==> src/rtl/bus_hex_uart_tx.sv <==
// bus_hex_uart_tx
// Streams the CPU bus value to a host terminal as uppercase ASCII hex over an
// 8N1 UART line. Whenever `bus` changes, the newest value is queued and sent
// once the line is free; intermediate values seen during a message are dropped.
//
// Build option:
//   BUS_TX_CRLF_EN defined   -> 10 characters per message, terminator CR LF
//   BUS_TX_CRLF_EN undefined -> 9 characters per message, terminator space
//
// Output timing: tx and busy are registered from the FSM state, so the line
// lags the state by one cycle. Each bit is CLKS_PER_BIT cycles. Characters
// follow each other without an idle gap.
module bus_hex_uart_tx #(
   parameter int CLK_HZ       = 50_000_000,
   parameter int BAUD         = 115200,
   parameter int CLKS_PER_BIT = CLK_HZ / BAUD
) (
   input  logic        clk,
   input  logic        reset,
   input  logic [31:0] bus,
   output logic        tx,
   output logic        busy
);

`ifdef BUS_TX_CRLF_EN
   localparam int NCHARS = 10;
`else
   localparam int NCHARS = 9;
`endif

   localparam int               CNT_W     = $clog2(CLKS_PER_BIT);
   localparam logic [CNT_W-1:0] CNT_LAST  = CNT_W'(CLKS_PER_BIT - 1);
   localparam logic [3:0]       CHAR_LAST = 4'(NCHARS - 1);

   typedef enum logic [1:0] {
      IDLE  = 2'd0,
      START = 2'd1,
      DATA  = 2'd2,
      STOP  = 2'd3
   } state_t;

   state_t           state;
   logic [CNT_W-1:0] baud_cnt;
   logic [2:0]       bit_idx;
   logic [3:0]       char_idx;
   logic [31:0]      msg;

   logic [31:0]      cur;
   logic             pending;

   logic             take;
   logic             bit_end;
   logic [3:0]       nib;
   logic [7:0]       chr;

   // A queued value is accepted only from IDLE; the message FSM copies cur.
   assign take    = (state == IDLE) && pending;
   assign bit_end = (baud_cnt == CNT_LAST);

   // Track the newest bus value; a change in the same cycle as a take keeps
   // the request alive so the fresh value is not lost.
   // NOTE: sequential state uses <= so every register sees pre-edge values.
   always_ff @(posedge clk or negedge reset) begin
      if (!reset) begin
         cur     <= 32'h0;
         pending <= 1'b1;
      end else if (bus != cur) begin
         cur     <= bus;
         pending <= 1'b1;
      end else if (take) begin
         pending <= 1'b0;
      end
   end

   // Select the character for the current char index and map it to ASCII.
   // NOTE: defaults first so every path assigns and no latch is inferred.
   always_comb begin
      nib = 4'h0;
      chr = 8'h20;
      case (char_idx[2:0])
         3'd0:    nib = msg[31:28];
         3'd1:    nib = msg[27:24];
         3'd2:    nib = msg[23:20];
         3'd3:    nib = msg[19:16];
         3'd4:    nib = msg[15:12];
         3'd5:    nib = msg[11:8];
         3'd6:    nib = msg[7:4];
         default: nib = msg[3:0];
      endcase
      if (char_idx < 4'd8) begin
         // 'A' is 0x41, so nibble 10..15 maps to 0x37 + n.
         chr = (nib <= 4'd9) ? (8'h30 + {4'h0, nib}) : (8'h37 + {4'h0, nib});
      end else begin
`ifdef BUS_TX_CRLF_EN
         chr = (char_idx == 4'd8) ? 8'h0D : 8'h0A;
`else
         chr = 8'h20;
`endif
      end
   end

   // Message FSM: frames each character as start, 8 data bits LSB first, stop.
   always_ff @(posedge clk or negedge reset) begin
      if (!reset) begin
         state    <= IDLE;
         baud_cnt <= '0;
         bit_idx  <= 3'd0;
         char_idx <= 4'd0;
         msg      <= 32'h0;
         tx       <= 1'b1;
         busy     <= 1'b0;
      end else begin
         busy <= (state != IDLE);
         case (state)
            IDLE: begin
               tx <= 1'b1;
               if (pending) begin
                  msg      <= cur;
                  baud_cnt <= '0;
                  bit_idx  <= 3'd0;
                  char_idx <= 4'd0;
                  state    <= START;
               end
            end

            START: begin
               tx <= 1'b0;
               if (bit_end) begin
                  baud_cnt <= '0;
                  bit_idx  <= 3'd0;
                  state    <= DATA;
               end else begin
                  baud_cnt <= baud_cnt + 1'b1;
               end
            end

            DATA: begin
               tx <= chr[bit_idx];
               if (bit_end) begin
                  baud_cnt <= '0;
                  if (bit_idx == 3'd7) begin
                     bit_idx <= 3'd0;
                     state   <= STOP;
                  end else begin
                     bit_idx <= bit_idx + 1'b1;
                  end
               end else begin
                  baud_cnt <= baud_cnt + 1'b1;
               end
            end

            STOP: begin
               tx <= 1'b1;
               if (bit_end) begin
                  baud_cnt <= '0;
                  if (char_idx == CHAR_LAST) begin
                     char_idx <= 4'd0;
                     state    <= IDLE;
                  end else begin
                     char_idx <= char_idx + 1'b1;
                     state    <= START;
                  end
               end else begin
                  baud_cnt <= baud_cnt + 1'b1;
               end
            end

            default: begin
               tx    <= 1'b1;
               state <= IDLE;
            end
         endcase
      end
   end

endmodule
==> config.mk <==
export PLATFORM = sky130hd
export DESIGN_NAME = bus_hex_uart_tx
export DESIGN_NICKNAME = d
export VERILOG_FILES = /design/src/rtl/bus_hex_uart_tx.sv
export SDC_FILE = /design/constraint.sdc
export NUM_CORES = 1
export LEC_CHECK = 0
export ABC_AREA = 1
export BUFFER_PORTS_ARGS = -buffer_cell sky130_fd_sc_hd__buf_2
export CAP_MARGIN = 20
export CORE_MARGIN = 1
export CORE_UTILIZATION = 60
export DETAILED_ROUTE_END_ITERATION = 12
export HOLD_SLACK_MARGIN = 0.02
export PLACE_DENSITY = 0.79
export SLEW_MARGIN = 20
export SYNTH_ARGS = -nofsm -noshare
export SYNTH_HDL_FRONTEND = slang
export SYNTH_SLANG_ARGS = --single-unit
==> constraint.sdc <==
create_clock -name clk -period 3.35 [get_ports clk]
set_input_delay 0.5025 -clock clk [delete_from_list [all_inputs] [get_ports clk]]
set_output_delay 0.5025 -clock clk [all_outputs]
set_load 0.005 [all_outputs]
# Word level (Yosys, flattened, before mapping)
# Index checks and enable logic that the tools add are counted.
# W data, S select, Z words.
[op_classes]
add_sub_neg = 5
multipliers = 0
div = 0
magnitude_cmp = 3
n_eq_ne = 18
shifts = 0
muxes = 27
bitwise_logic = 0
reduce_logical = 13
[ops]
columns = ["cell", "n"]
rows = [
  ["$ne A32 B32 Y1", 1],
  ["$pmux W4 S7", 1],
  ["$mux W9", 2],
  ["$pmux W9 S2", 1],
  ["$add A6 B4 Y7 const A", 2],
  ["$mux W7", 2],
  ["$eq A3 B3 Y1 const B", 4],
  ["$mux W3", 4],
  ["$mux W4", 3],
  ["$mux W2", 5],
  ["$ne A2 B2 Y1 const B", 5],
  ["$add A9 B1 Y9 const B", 1],
  ["$eq A9 B9 Y1 const B", 1],
  ["$pmux W3 S3", 1],
  ["$pmux W2 S4", 1],
  ["$pmux W4 S2", 1],
  ["$eq A3 B2 Y1 const B", 2],
  ["$reduce_bool A2 Y1", 3],
  ["$reduce_and A5 Y1", 1],
  ["$add A4 B1 Y4 const B", 1],
  ["$eq A2 B2 Y1 const B", 2],
  ["$eq A4 B4 Y1 const B", 1],
  ["$le A4 B4 Y1 const B", 1],
  ["$lt A3 B4 Y1 const B", 1],
  ["other kinds (16)", 19],
]
[totals]
regBits = 85
latch_bits = 0
ramBits = 0
rom_bits = 0
output_inout_bits = 2
elab_cells = 75
mem_count = 0

# Depth between registers and ports, before layout
[depth]
word_depth = 8
depth_mapped = 20
ltp_nobuf = 19

# Least setup slack after synthesis
# No wires, ideal clock.
[synth_path]
path_kind = "register to register"
startpoint = "register char_idx[2]"
endpoint = "register tx"
setup_ps = 68
arrival_time_ps = 2525
required_time_ps = 3282
slack_ps = 757
stages_incl_launch_ff = 18
period_less_slack_ps = 2593
cell_sequence = "dfrtp_1 > inv_2 > buf_6 > ha_1 > nor2_2 > nand2_2 > or2_1 > nand2_2 > inv_1 > ha_1 > or2_2 > nand4_2 > nand2_2 > o21ai_1 > inv_2 > a21oi_2 > nand2_1 > a21oi_2"
[synth_between]
elab_chain_len = 8
elab_cells_between_ends = 17
[synth_rtl]
columns = ["item", "line", "rtl"]
rows = [
  ["start: declaration", "45", "logic [3:0] char_idx;"],
  ["start signal: assignment", "160", "char_idx <= char_idx + 1'b1;"],
  ["$eq A3 B3 Y1, or another cell as far along", "80", "case (char_idx[2:0])"],
  ["$pmux W4 S7", "80", ""],
  ["$add A6 B4 Y7 or $le A4 B4 Y1 (tied branches)", "92", "chr = (nib <= 4'd9) ? (8'h30 + {4'h0, nib}) : (8'h37 + {4'h0, nib});"],
  ["$mux W7", "92", ""],
  ["$mux W7 *", "90", "if (char_idx < 4'd8) begin"],
  ["$bmux W1 S3 *", "138", "tx <= chr[bit_idx];"],
  ["$mux W1 (implied by the code) *", "138", ""],
  ["$pmux W1 S3 *", "114", "case (state)"],
  ["end signal: assignment", "138", ""],
  ["end: declaration", "21", "output logic tx,"],
]
# Every way passes the cells marked *; elsewhere a longest branch is shown, timed or not. The select of a mux whose other input is x is not followed.
# A chain may end at the register's enable or synchronous reset.

# Worst setup path in the final report
# Same ends and word-level chain as after synthesis.

==> out/qor.json <==
{
  "post_synth_fa_ha_maj_area_fraction_pct": 4.688,
  "synthesis.nets": 513,
  "synth_edf_count": 0,
  "clk_pin_slew_worst_paths_ns": 0.08,
  "clock_tree.htree_level_count": 3,
  "total_power_uw": 2012,
  "synth.ff_latch_count": 85,
  "finalCriticalPeriod_ns": 2.897,
  "cts.repair_timing.setup_buffer_count": 0,
  "ys_top_cells_by_area": "sky130_fd_sc_hd__dfrtp_1 49%, sky130_fd_sc_hd__nand2_1 7.2%, sky130_fd_sc_hd__ha_1 4.7%",
  "finalMaxSlewViolations": 0,
  "synthDominantAreaCellType": "sky130_fd_sc_hd__dfrtp_1",
  "setup_repair_after_global_routing_missed_its_margin": "false",
  "timing.setup.critical_path_class": "flop to flop",
  "avgSynthCellArea_um2": 9.223,
  "yosys_warnings": 0,
  "drc_violations_left": 0,
  "ant_nets": 0,
  "critical_path.cell_chain": "inv_2 > ha_1 > nor2_2 > nand2_2 > or2_1 > nand2_2 > inv_1 > ha_1 > or2_2 > nand4_2 > nand2_2 > o21ai_1 > inv_2 > a21oi_2 > nand2_1 > a21oi_2",
  "drt_wl_total_um": 7981,
  "seq_area_frac_synth_pct": 49.87,
  "wire_length_per_cell_after_detailed_routing_um": 13.95,
  "cts_buffers": 9,
  "netlist.area_leader.share_pct": 48.64,
  "grt_first_pass_wirelength_um": 14040,
  "drive_gt1_share_pct": 22.90,
  "leakage_uw": 0.002262,
  "setup_viol": 0,
  "internal_power_uw": 1571,
  "antenna_found_initial": 0,
  "drtPass1Iterations": 4,
  "path_depth": 16,
  "nets": 521,
  "critical-path-top-cell-by-count": "sky130_fd_sc_hd__nand2_2",
  "worstPathMaxFanout": 14,
  "floorplan.initialDensity_pct": 62.51,
  "insertedDiodeCount": 0,
  "clock.fmax_ghz": 0.3452,
  "worst_path_largest_cell_delay_ns": 0.62,
  "run_status": "completed",
  "final_min_period_over_clock_period_pct": 86.46,
  "syn-cell-area_mm2": 0.004270,
  "core_rows": 30,
  "drv_cap": 0,
  "cp_data_required_time_ns": 3.64,
  "timing.critical_path.from": "char_idx[2]",
  "areaGrowthSynthToFinish_pct": 8.468,
  "boundaryPins": 36,
  "finish.instance_area_mm2": 0.004632,
  "r2r.worst_path.cells": 16,
  "final_core_utilization_pct": 67.80,
  "number_of_instances_resized_during_post_cts_repair": 0,
  "worst_hold_slack_ns": 0.1624,
  "clkSinkCount": 85,
  "final_common_cell": "sky130_fd_sc_hd__dfrtp_1",
  "critPathTopFamily": "simple AND/OR/NAND/NOR gates",
  "finalWeightedCongestion": 0.8659,
  "design.die.area_mm2": 0.007459,
  "n_fill_cell": 551,
  "fin_setup_tns_ns": 0,
  "crit_path_end_kind": "flop",
  "first_global_vias": 3051,
  "synthFlopType": "sky130_fd_sc_hd__dfrtp_1",
  "max-slew-margin-rel_pct": 33.81,
  "ir_worst_vdd_uv": 322.1,
  "worstPathBufferInverterCount": 3,
  "power-per-cell-area_mw_per_mm2": 434.5,
  "power.switching_fraction_pct": 21.91,
  "comb_power_share_pct": 6.7,
  "clock-skew-final_ns": 0.006645,
  "ctsHoldBuffers": 0,
  "max_slew.worst_pin.slew_ns": 0.9905,
  "worstReg2RegStart": "char_idx[2]",
  "core-area_mm2": 0.006832,
  "critical_path_arrival_ns": 3.19,
  "seqPwrFrac_pct": 54.2,
  "async_reset_ff_share_pct": 100.0,
  "cts_max_path_buffers": 2,
  "clock-root-buffer": "sky130_fd_sc_hd__clkbuf_8",
  "netlist-cell-type-count": 37,
  "grt_util_all_layers_pct": 24.50,
  "avgViaCountPerCell": 5.301,
  "drt_iter0_drc": 161,
  "route.vias.total": 3032,
  "layout.cells.most_common_list": "83 x sky130_fd_sc_hd__dfrtp_1, 82 x sky130_fd_sc_hd__nand2_1, 37 x sky130_fd_sc_hd__inv_1, 34 x sky130_fd_sc_hd__buf_2, 32 x sky130_fd_sc_hd__nand3_1",
  "total_switching_power_uw": 441.0,
  "tritoncts": "built",
  "postSynthCellCount": 463,
  "synth_mux_area_share_pct": 4.483,
  "synth_compound_area_share_pct": 6.065,
  "dieHeight_um": 86.37,
  "worstSkewPairLatency_ns": 0.35,
  "hold_violations": 0,
  "globalRoute.totalOverflow": 0,
  "dieWidth_um": 86.37,
  "grt_max_degree": 86,
  "worstHoldPathType": "input port to asynchronous set/reset pin",
  "synthXorXnorAreaFrac_pct": 4.512,
  "placedInstanceArea_mm2": 0.004410,
  "start_kind": "flop",
  "io_buffers": 35,
  "cell_at_the_slowest_stage_of_the_critical_path": "sky130_fd_sc_hd__dfrtp_1",
  "synth_top_family_by_area": "simple AND/OR/NAND/NOR gates",
  "detailedPlacementHpwl_um": 5751,
  "synth_simple_gate_area_share_pct": 22.38,
  "power.share.clock_pct": 39.1
}
## per-layer routing
layer	GRT usage [%]	up-vias	routed length, µm
met3	6.095	14	330
li1	-	1502	-
met1	31.18	1437	3609
met2	41.41	79	3878
met5	0	-	0
met4	7.576	0	163
## power groups by stage
stage	Combinational (µW)	Clock, µW	Sequential [µW]
after floorplan	88.1	0	1100
after global placement	132	0	1110
after detailed placement	137	0	1110
after CTS	138	807	1090
after global routing	155	846	1090
final	136	787	1090
## through the flow
stage / std cells / worst slack, ns
6_report: 572 / 0.4534
5_1_grt: 572 / 0.2206
4_1_cts: 572 / 0.5026
3_5_place_dp: 556 / 0.5346
3_3_place_gp: 556 / 0.6726
2_1_floorplan: 463 / 0.7572
## path summary, 6_finish.rpt
check | end | slack, ns
worst max-delay path | tx | 0.45
worst min register to register | msg[9] | 0.50
worst min-delay path | cur[11] | 0.16
min in group clk | cur[12] | 0.27
worst max register to register | tx | 0.45
max in group asynchronous | cur[13] | 2.64
## registers in the layout, summed over array words and instances, names as in the netlist
register	count
cur	32
msg	32
baud_cnt	9
char_idx	4
bit_idx	3
state	2
busy	1
pending	1
tx	1
## Yosys cell counts (4+ instances only)
master                     count
sky130_fd_sc_hd__dfrtp_1      83
sky130_fd_sc_hd__nand3_2       8
sky130_fd_sc_hd__nand2_1      82
sky130_fd_sc_hd__o21ai_0      25
sky130_fd_sc_hd__nand2_2       5
sky130_fd_sc_hd__xor2_1        4
sky130_fd_sc_hd__nor2_1       24
sky130_fd_sc_hd__inv_1        37
sky130_fd_sc_hd__nor3_1        6
sky130_fd_sc_hd__a21oi_1       8
sky130_fd_sc_hd__nand3_1      32
sky130_fd_sc_hd__mux2_2       17
sky130_fd_sc_hd__ha_1         16
sky130_fd_sc_hd__or2_2        13
sky130_fd_sc_hd__nand4_1      14
sky130_fd_sc_hd__xnor2_1      18
sky130_fd_sc_hd__clkbuf_1     37
sky130_fd_sc_hd__nor2_2        4
## cell type report
cell class | instances | area (µm²) | share of cell area (%)
multi-input combinational | 295 | 1799 | 38.84
timing repair buffer | 39 | 211.5 | 4.565
clock inverter | 3 | 68.82 | 1.486
inverter | 41 | 153.9 | 3.323
sequential | 85 | 2130 | 45.98
tap | 96 | 120.1 | 2.593
clock buffer | 13 | 148.9 | 3.214
## cell families (layout without fill, tap and decap cells)
kind of cell | count (synthesis) | count (layout)
AOI/OAI and AO/OA | 44 | 44
xor gates and xnor gates | 22 | 22
adders and majority gates | 16 | 16
buffers and inverters | 83 | 96
DFF | 85 | 85
muxes | 17 | 17
and+or+nand+nor | 196 | 196
Power figures use the tool's default switching activity.
